--- config.mk ---
export PLATFORM = sky130hd
export DESIGN_NAME = sort10_frame_ctrl
export DESIGN_NICKNAME = d
export VERILOG_FILES = /design/src/rtl/sort10_frame_ctrl.sv
export SDC_FILE = /design/constraint.sdc
export NUM_CORES = 2
export LEC_CHECK = 0
export ABC_AREA = 1
export CORE_AREA = 5 5 292 294
export DETAILED_ROUTE_END_ITERATION = 16
export DIE_AREA = 0 0 297 299
export GPL_TIMING_DRIVEN = 0
export PLACE_DENSITY = 0.62
export SYNTH_ARGS = -nofsm -noshare
export SYNTH_HDL_FRONTEND = slang
export SYNTH_SLANG_ARGS = --single-unit
--- constraint.sdc ---
create_clock -name clk -period 6.1 [get_ports clk]
set_clock_uncertainty 0.05 [all_clocks]
set_input_delay 1.83 -clock clk [delete_from_list [all_inputs] [get_ports clk]]
set_output_delay 1.83 -clock clk [all_outputs]
set_load 0.01 [all_outputs]
--- src/rtl/sort10_frame_ctrl.sv ---
// sort10_frame_ctrl: shares one 10-input combinational sort network between
// two streaming requesters, one whole frame at a time.
//
// Ports:
//   clk, rst             clock; synchronous active-high reset
//   reqN_valid/ready     per-requester word handshake (N = 0, 1)
//   reqN_data/last       word payload and end-of-frame marker
//   net_in / net_out     packed slots to / from the shared sort network
//   out_valid/ready      sorted-word handshake towards downstream
//   out_data/last/id     sorted word, end-of-frame marker, source requester
//   busy                 controller is not idle
module sort10_frame_ctrl #(
    parameter int                DATA_W = 32,
    parameter int                N      = 10,
    parameter logic [DATA_W-1:0] PAD    = {DATA_W{1'b1}}
) (
    input  logic                  clk,
    input  logic                  rst,
    input  logic                  req0_valid,
    output logic                  req0_ready,
    input  logic [DATA_W-1:0]     req0_data,
    input  logic                  req0_last,
    input  logic                  req1_valid,
    output logic                  req1_ready,
    input  logic [DATA_W-1:0]     req1_data,
    input  logic                  req1_last,
    output logic [N*DATA_W-1:0]   net_in,
    input  logic [N*DATA_W-1:0]   net_out,
    output logic                  out_valid,
    input  logic                  out_ready,
    output logic [DATA_W-1:0]     out_data,
    output logic                  out_last,
    output logic                  out_id,
    output logic                  busy
);

    typedef enum logic [1:0] {
        IDLE,
        LOAD,
        SORT,
        DRAIN
    } state_e;

    localparam logic [3:0] LAST_IDX = 4'(N - 1);

    state_e                       state_q;
    logic [N-1:0][DATA_W-1:0]     in_bank_q;
    logic [N-1:0][DATA_W-1:0]     out_bank_q;
    logic [3:0]                   cnt_q;
    logic [3:0]                   ptr_q;
    logic [3:0]                   len_q;
    logic                         gnt_q;
    logic                         last_grant_q;
    logic                         rdy0_q;
    logic                         rdy1_q;
    logic                         busy_q;
    logic                         ovalid_q;
    logic [DATA_W-1:0]            odata_q;
    logic                         olast_q;
    logic                         oid_q;

    logic                         gnt_d;
    logic [3:0]                   ptr_d;
    logic                         in_valid;
    logic [DATA_W-1:0]            in_data;
    logic                         in_last;
    logic                         in_hs;
    logic                         out_hs;

    always_comb begin
        // A tie goes to whoever did not win last time; otherwise the
        // single valid requester wins (req0 if neither, unused then).
        gnt_d    = (req0_valid && req1_valid) ? ~last_grant_q : req1_valid;
        ptr_d    = ptr_q + 4'd1;
        in_valid = gnt_q ? req1_valid : req0_valid;
        in_data  = gnt_q ? req1_data : req0_data;
        in_last  = gnt_q ? req1_last : req0_last;
        in_hs    = in_valid && (gnt_q ? rdy1_q : rdy0_q);
        out_hs   = ovalid_q && out_ready;
    end

    always_ff @(posedge clk) begin
        if (rst) begin
            state_q      <= IDLE;
            in_bank_q    <= {N{PAD}};
            out_bank_q   <= '0;
            cnt_q        <= '0;
            ptr_q        <= '0;
            len_q        <= '0;
            gnt_q        <= 1'b0;
            last_grant_q <= 1'b1;
            rdy0_q       <= 1'b0;
            rdy1_q       <= 1'b0;
            busy_q       <= 1'b0;
            ovalid_q     <= 1'b0;
            odata_q      <= '0;
            olast_q      <= 1'b0;
            oid_q        <= 1'b0;
        end else begin
            unique case (state_q)
                IDLE: begin
                    if (req0_valid || req1_valid) begin
                        gnt_q        <= gnt_d;
                        last_grant_q <= gnt_d;
                        rdy0_q       <= ~gnt_d;
                        rdy1_q       <= gnt_d;
                        busy_q       <= 1'b1;
                        state_q      <= LOAD;
                    end
                end
                LOAD: begin
                    if (in_hs) begin
                        in_bank_q[cnt_q] <= in_data;
                        cnt_q            <= cnt_q + 4'd1;
                        // A full bank closes the frame even without last.
                        if (in_last || cnt_q == LAST_IDX) begin
                            rdy0_q  <= 1'b0;
                            rdy1_q  <= 1'b0;
                            state_q <= SORT;
                        end
                    end
                end
                SORT: begin
                    // Unused slots hold PAD, so the real words land in
                    // the lowest len slots of the network output.
                    out_bank_q <= net_out;
                    len_q      <= cnt_q;
                    ptr_q      <= '0;
                    ovalid_q   <= 1'b1;
                    odata_q    <= net_out[DATA_W-1:0];
                    olast_q    <= (cnt_q == 4'd1);
                    oid_q      <= gnt_q;
                    state_q    <= DRAIN;
                end
                DRAIN: begin
                    if (out_hs) begin
                        ptr_q <= ptr_d;
                        if (olast_q) begin
                            in_bank_q <= {N{PAD}};
                            cnt_q     <= '0;
                            ovalid_q  <= 1'b0;
                            odata_q   <= '0;
                            olast_q   <= 1'b0;
                            oid_q     <= 1'b0;
                            busy_q    <= 1'b0;
                            state_q   <= IDLE;
                        end else begin
                            odata_q <= out_bank_q[ptr_d];
                            olast_q <= (ptr_d == len_q - 4'd1);
                        end
                    end
                end
                default: state_q <= IDLE;
            endcase
        end
    end

    assign net_in     = in_bank_q;
    assign req0_ready = rdy0_q;
    assign req1_ready = rdy1_q;
    assign out_valid  = ovalid_q;
    assign out_data   = odata_q;
    assign out_last   = olast_q;
    assign out_id     = oid_q;
    assign busy       = busy_q;

endmodule

==> reports/metrics.cfg <==
[synth]
synthMuxAreaShare_pct=0
synth_top_family_by_area=simple AND/OR/NAND/NOR gates
synth_area_per_cell_um2=7.048
netlist_instances=4043
synth_common_cells=nand2_1 (1198), dfxtp_1 (694), a21oi_1 (497)
yosys.area_share.adder_pct=0.4830
synthArstFlopShare_pct=0
ys.flop_type=dfxtp_1
synth-compound-area-share_pct=16.34
synth.cell_area_mm2=0.02849
synth_seq_area_share_pct=48.76
synth_cell_types=28
synth_fp_nets=4445
synthMostInstantiatedCell=nand2_1
synth-simple-area-share_pct=25.03
yosys_warnings=0
synth-edff-count=0
synth_xor_area_share_pct=0.1844
yosysTopAreaCell=dfxtp_1
synth_top_area_share_pct=48.76
synth_seq_cells=694
synthTopCellsByArea=dfxtp_1 (49%), nand2_1 (16%), a21oi_1 (8.7%)

[drt]
wl_per_cell_um=24.07
firstDrtPassIters=5
drt-vias-per-instance=5.226
drc_errors=0
drtAntennaViolNets=0
vias=31520
wl_um=145200
dr.first_iter.drc_count=3489

[finish]
seqCellArea_mm2=0.01389
nets=5274
design_area_mm2=0.04008
syn_to_final_growth_pct=40.66
multi_input_area_mm2=0.01198
drive_gt1_share_pct=4.462
num-fill-cells=8471

[timing]
setup_ws_ps=1987
period_needed_ps=4113
tightest_slew_ps=1111
setup_viol=0
slew_headroom_pct=25.91
finalMaxSlewViolations=0
fin_tns_setup_ps=0
hold_viol_final=0
fmax_mhz=243.1
rsz0062_at_grt=false
timing.final.crit_share_pct=67.43

[setup_path]
critPathKind=primary input to flip-flop
rr_worst_depth=8
r2r_setup_slack_ps=2480
cp-end-kind=flip-flop
cp_max_fo=10
start_kind=primary input
cp.required_ps=6590
critPathLaunch=rst
setup.worst_path.end=out_bank_q[101]$_SDFFE_PP0P_
r2r-end=out_bank_q[101]$_SDFFE_PP0P_
arrival_ps=4600
timing.rr.start=state_q[0]$_SDFFE_PP0P_

[placement]
placed_area_mm2=0.03733
pre_cts_slack_ps=1497
portBuffers=748
place_hpwl_um=113600
routabilityCongestion=0.9816

[global_routing]
antenna_found_initial=25
grt_use_total_pct=30.70
grt_first_pass_wirelength_um=202300
grt_overflow=0
grt_max_degree=14
grt_pass1_vias=28912

[die]
dieHeight_um=299
coreArea_mm2=0.08263
pin_count=749
rows=106
die_w_um=297
initial_utilization_pct=34.48
die-area_mm2=0.08880

[pwr]
cellPowerDensity_mw_per_mm2=417.6
switching_share_pct=36.57
p_total_mw=16.74
power_frac_comb_pct=33.6
pwr-share-seq_pct=36.7
p_sw_mw=6.121
ir_worst_vdd_v=0.0002882
internal_power_mw=10.62
clockPowerShare_pct=29.7
power_leakage_nw=17.77

[clock_network]
clock-sinks=694
cts_inserted_buffers=79
ctsResizeCount=0
insertion_delay_ps=640
htreeDepth=3
cts_tree=built
postCtsSetupRepairBufs=0
clk_pin_slew_worst_paths_ps=60
cts_max_path_buffers=3
cts_hold_buf=0
cts-root-buf=clkbuf_16

[run_status]
status=completed

[min_path]
hold_depth=2
hold_class=flip-flop to flip-flop

[flow_run]
maxCapViolCount=0

[layout make-up]
cell class,count,area share (%)
Inverter,372,3.484
Sequential cell,694,34.67
Timing Repair Buffer,748,18.68
Tap cell,1080,3.372
Clock inverter,24,0.9771
Multi-Input combinational cell,2682,29.88
Buffer,295,3.066
Clock buffer,115,5.744
Antenna cell,21,0.1311
[worst min-delay path by stage]
stage	startpoint	endpoint	slack, ps
after floorplan	out_bank_q[288]$_SDFFE_PP0P_	out_bank_q[288]$_SDFFE_PP0P_	380
after global placement	net_in[126]$_SDFFE_PP1P_	net_in[126]$_SDFFE_PP1P_	380
after detailed placement	net_in[55]$_SDFFE_PP1P_	net_in[55]$_SDFFE_PP1P_	380
after CTS	net_in[44]$_SDFFE_PP1P_	net_in[44]$_SDFFE_PP1P_	400
after global routing	out_bank_q[255]$_SDFFE_PP0P_	out_bank_q[255]$_SDFFE_PP0P_	420
final	net_in[44]$_SDFFE_PP1P_	net_in[44]$_SDFFE_PP1P_	400
[metrics by stage]
step           hold WS [ps]  cells  util (%)
2_1_floorplan         378.8   4043         -
3_3_place_gp          378.8   5871     45.18
3_5_place_dp          382.1   5871     45.18
4_1_cts               398.0   6010     48.44
5_1_grt               416.7   6021     48.48
6_report              398.9   6031     48.51
[flip-flops by register name, summed over array words and instances, names as in the netlist]
register,flops
net_in,320
out_data,32
ptr_q,4
out_last,1
req1_ready,1
busy,1
len_q,4
gnt_q,1
out_valid,1
out_id,1
state_q,2
out_bank_q,320
last_grant_q,1
req0_ready,1
cnt_q,4
[power groups by stage]
stage / Sequential, mW / Clock (mW) / Combinational [mW]
after floorplan: 6.33 / 0 / 2.63
after global placement: 6.19 / 0 / 5.48
final: 6.14 / 4.96 / 5.63
after CTS: 6.13 / 5.01 / 5.55
after global routing: 6.24 / 5.21 / 6.08
after detailed placement: 6.21 / 0 / 5.52
[layout by cell type (no fill, tap or decap), drive strengths merged]
cell / instances
buf: 105
clkinv: 15
or2: 2
nor3: 4
nand4: 1
inv: 373
nor2: 109
dfxtp: 694
clkdlybuf4s50: 748
ha: 11
xor2: 4
diode: 21
clkbuf: 305
clkinvlp: 2
nand2: 1199
o21ai: 417
o211a: 1
a21oi: 499
xnor2: 2
nand3: 427
a211oi: 6
bufinv: 6
[critical path: stages]
cell	delay, ps
clkdlybuf4s50_1	480
inv_2	250
clkbuf_1	860
clkbuf_1	610
o21ai_0	350
a21oi_1	190
[layer usage]
| metal | routed length (µm) | track usage (%) |
|---|---|---|
| met1 | 59980 | 40.44 |
| met2 | 63230 | 46.84 |
| met3 | 14400 | 8.529 |
| met4 | 7468 | 14.32 |
| met5 | 103 | 0 |
[kinds of logic (layout without fill, tap and decap cells)]
group / count (synthesis) / count (layout)
adders and majority gates: 11 / 11
xor gates and xnor gates: 6 / 6
other: 0 / 21
buffers and inverters: 667 / 1554
and+or+nand+nor: 1742 / 1742
DFF: 694 / 694
AOI/OAI and AO/OA: 923 / 923
No activity file was read; power rests on OpenSTA's default activity.
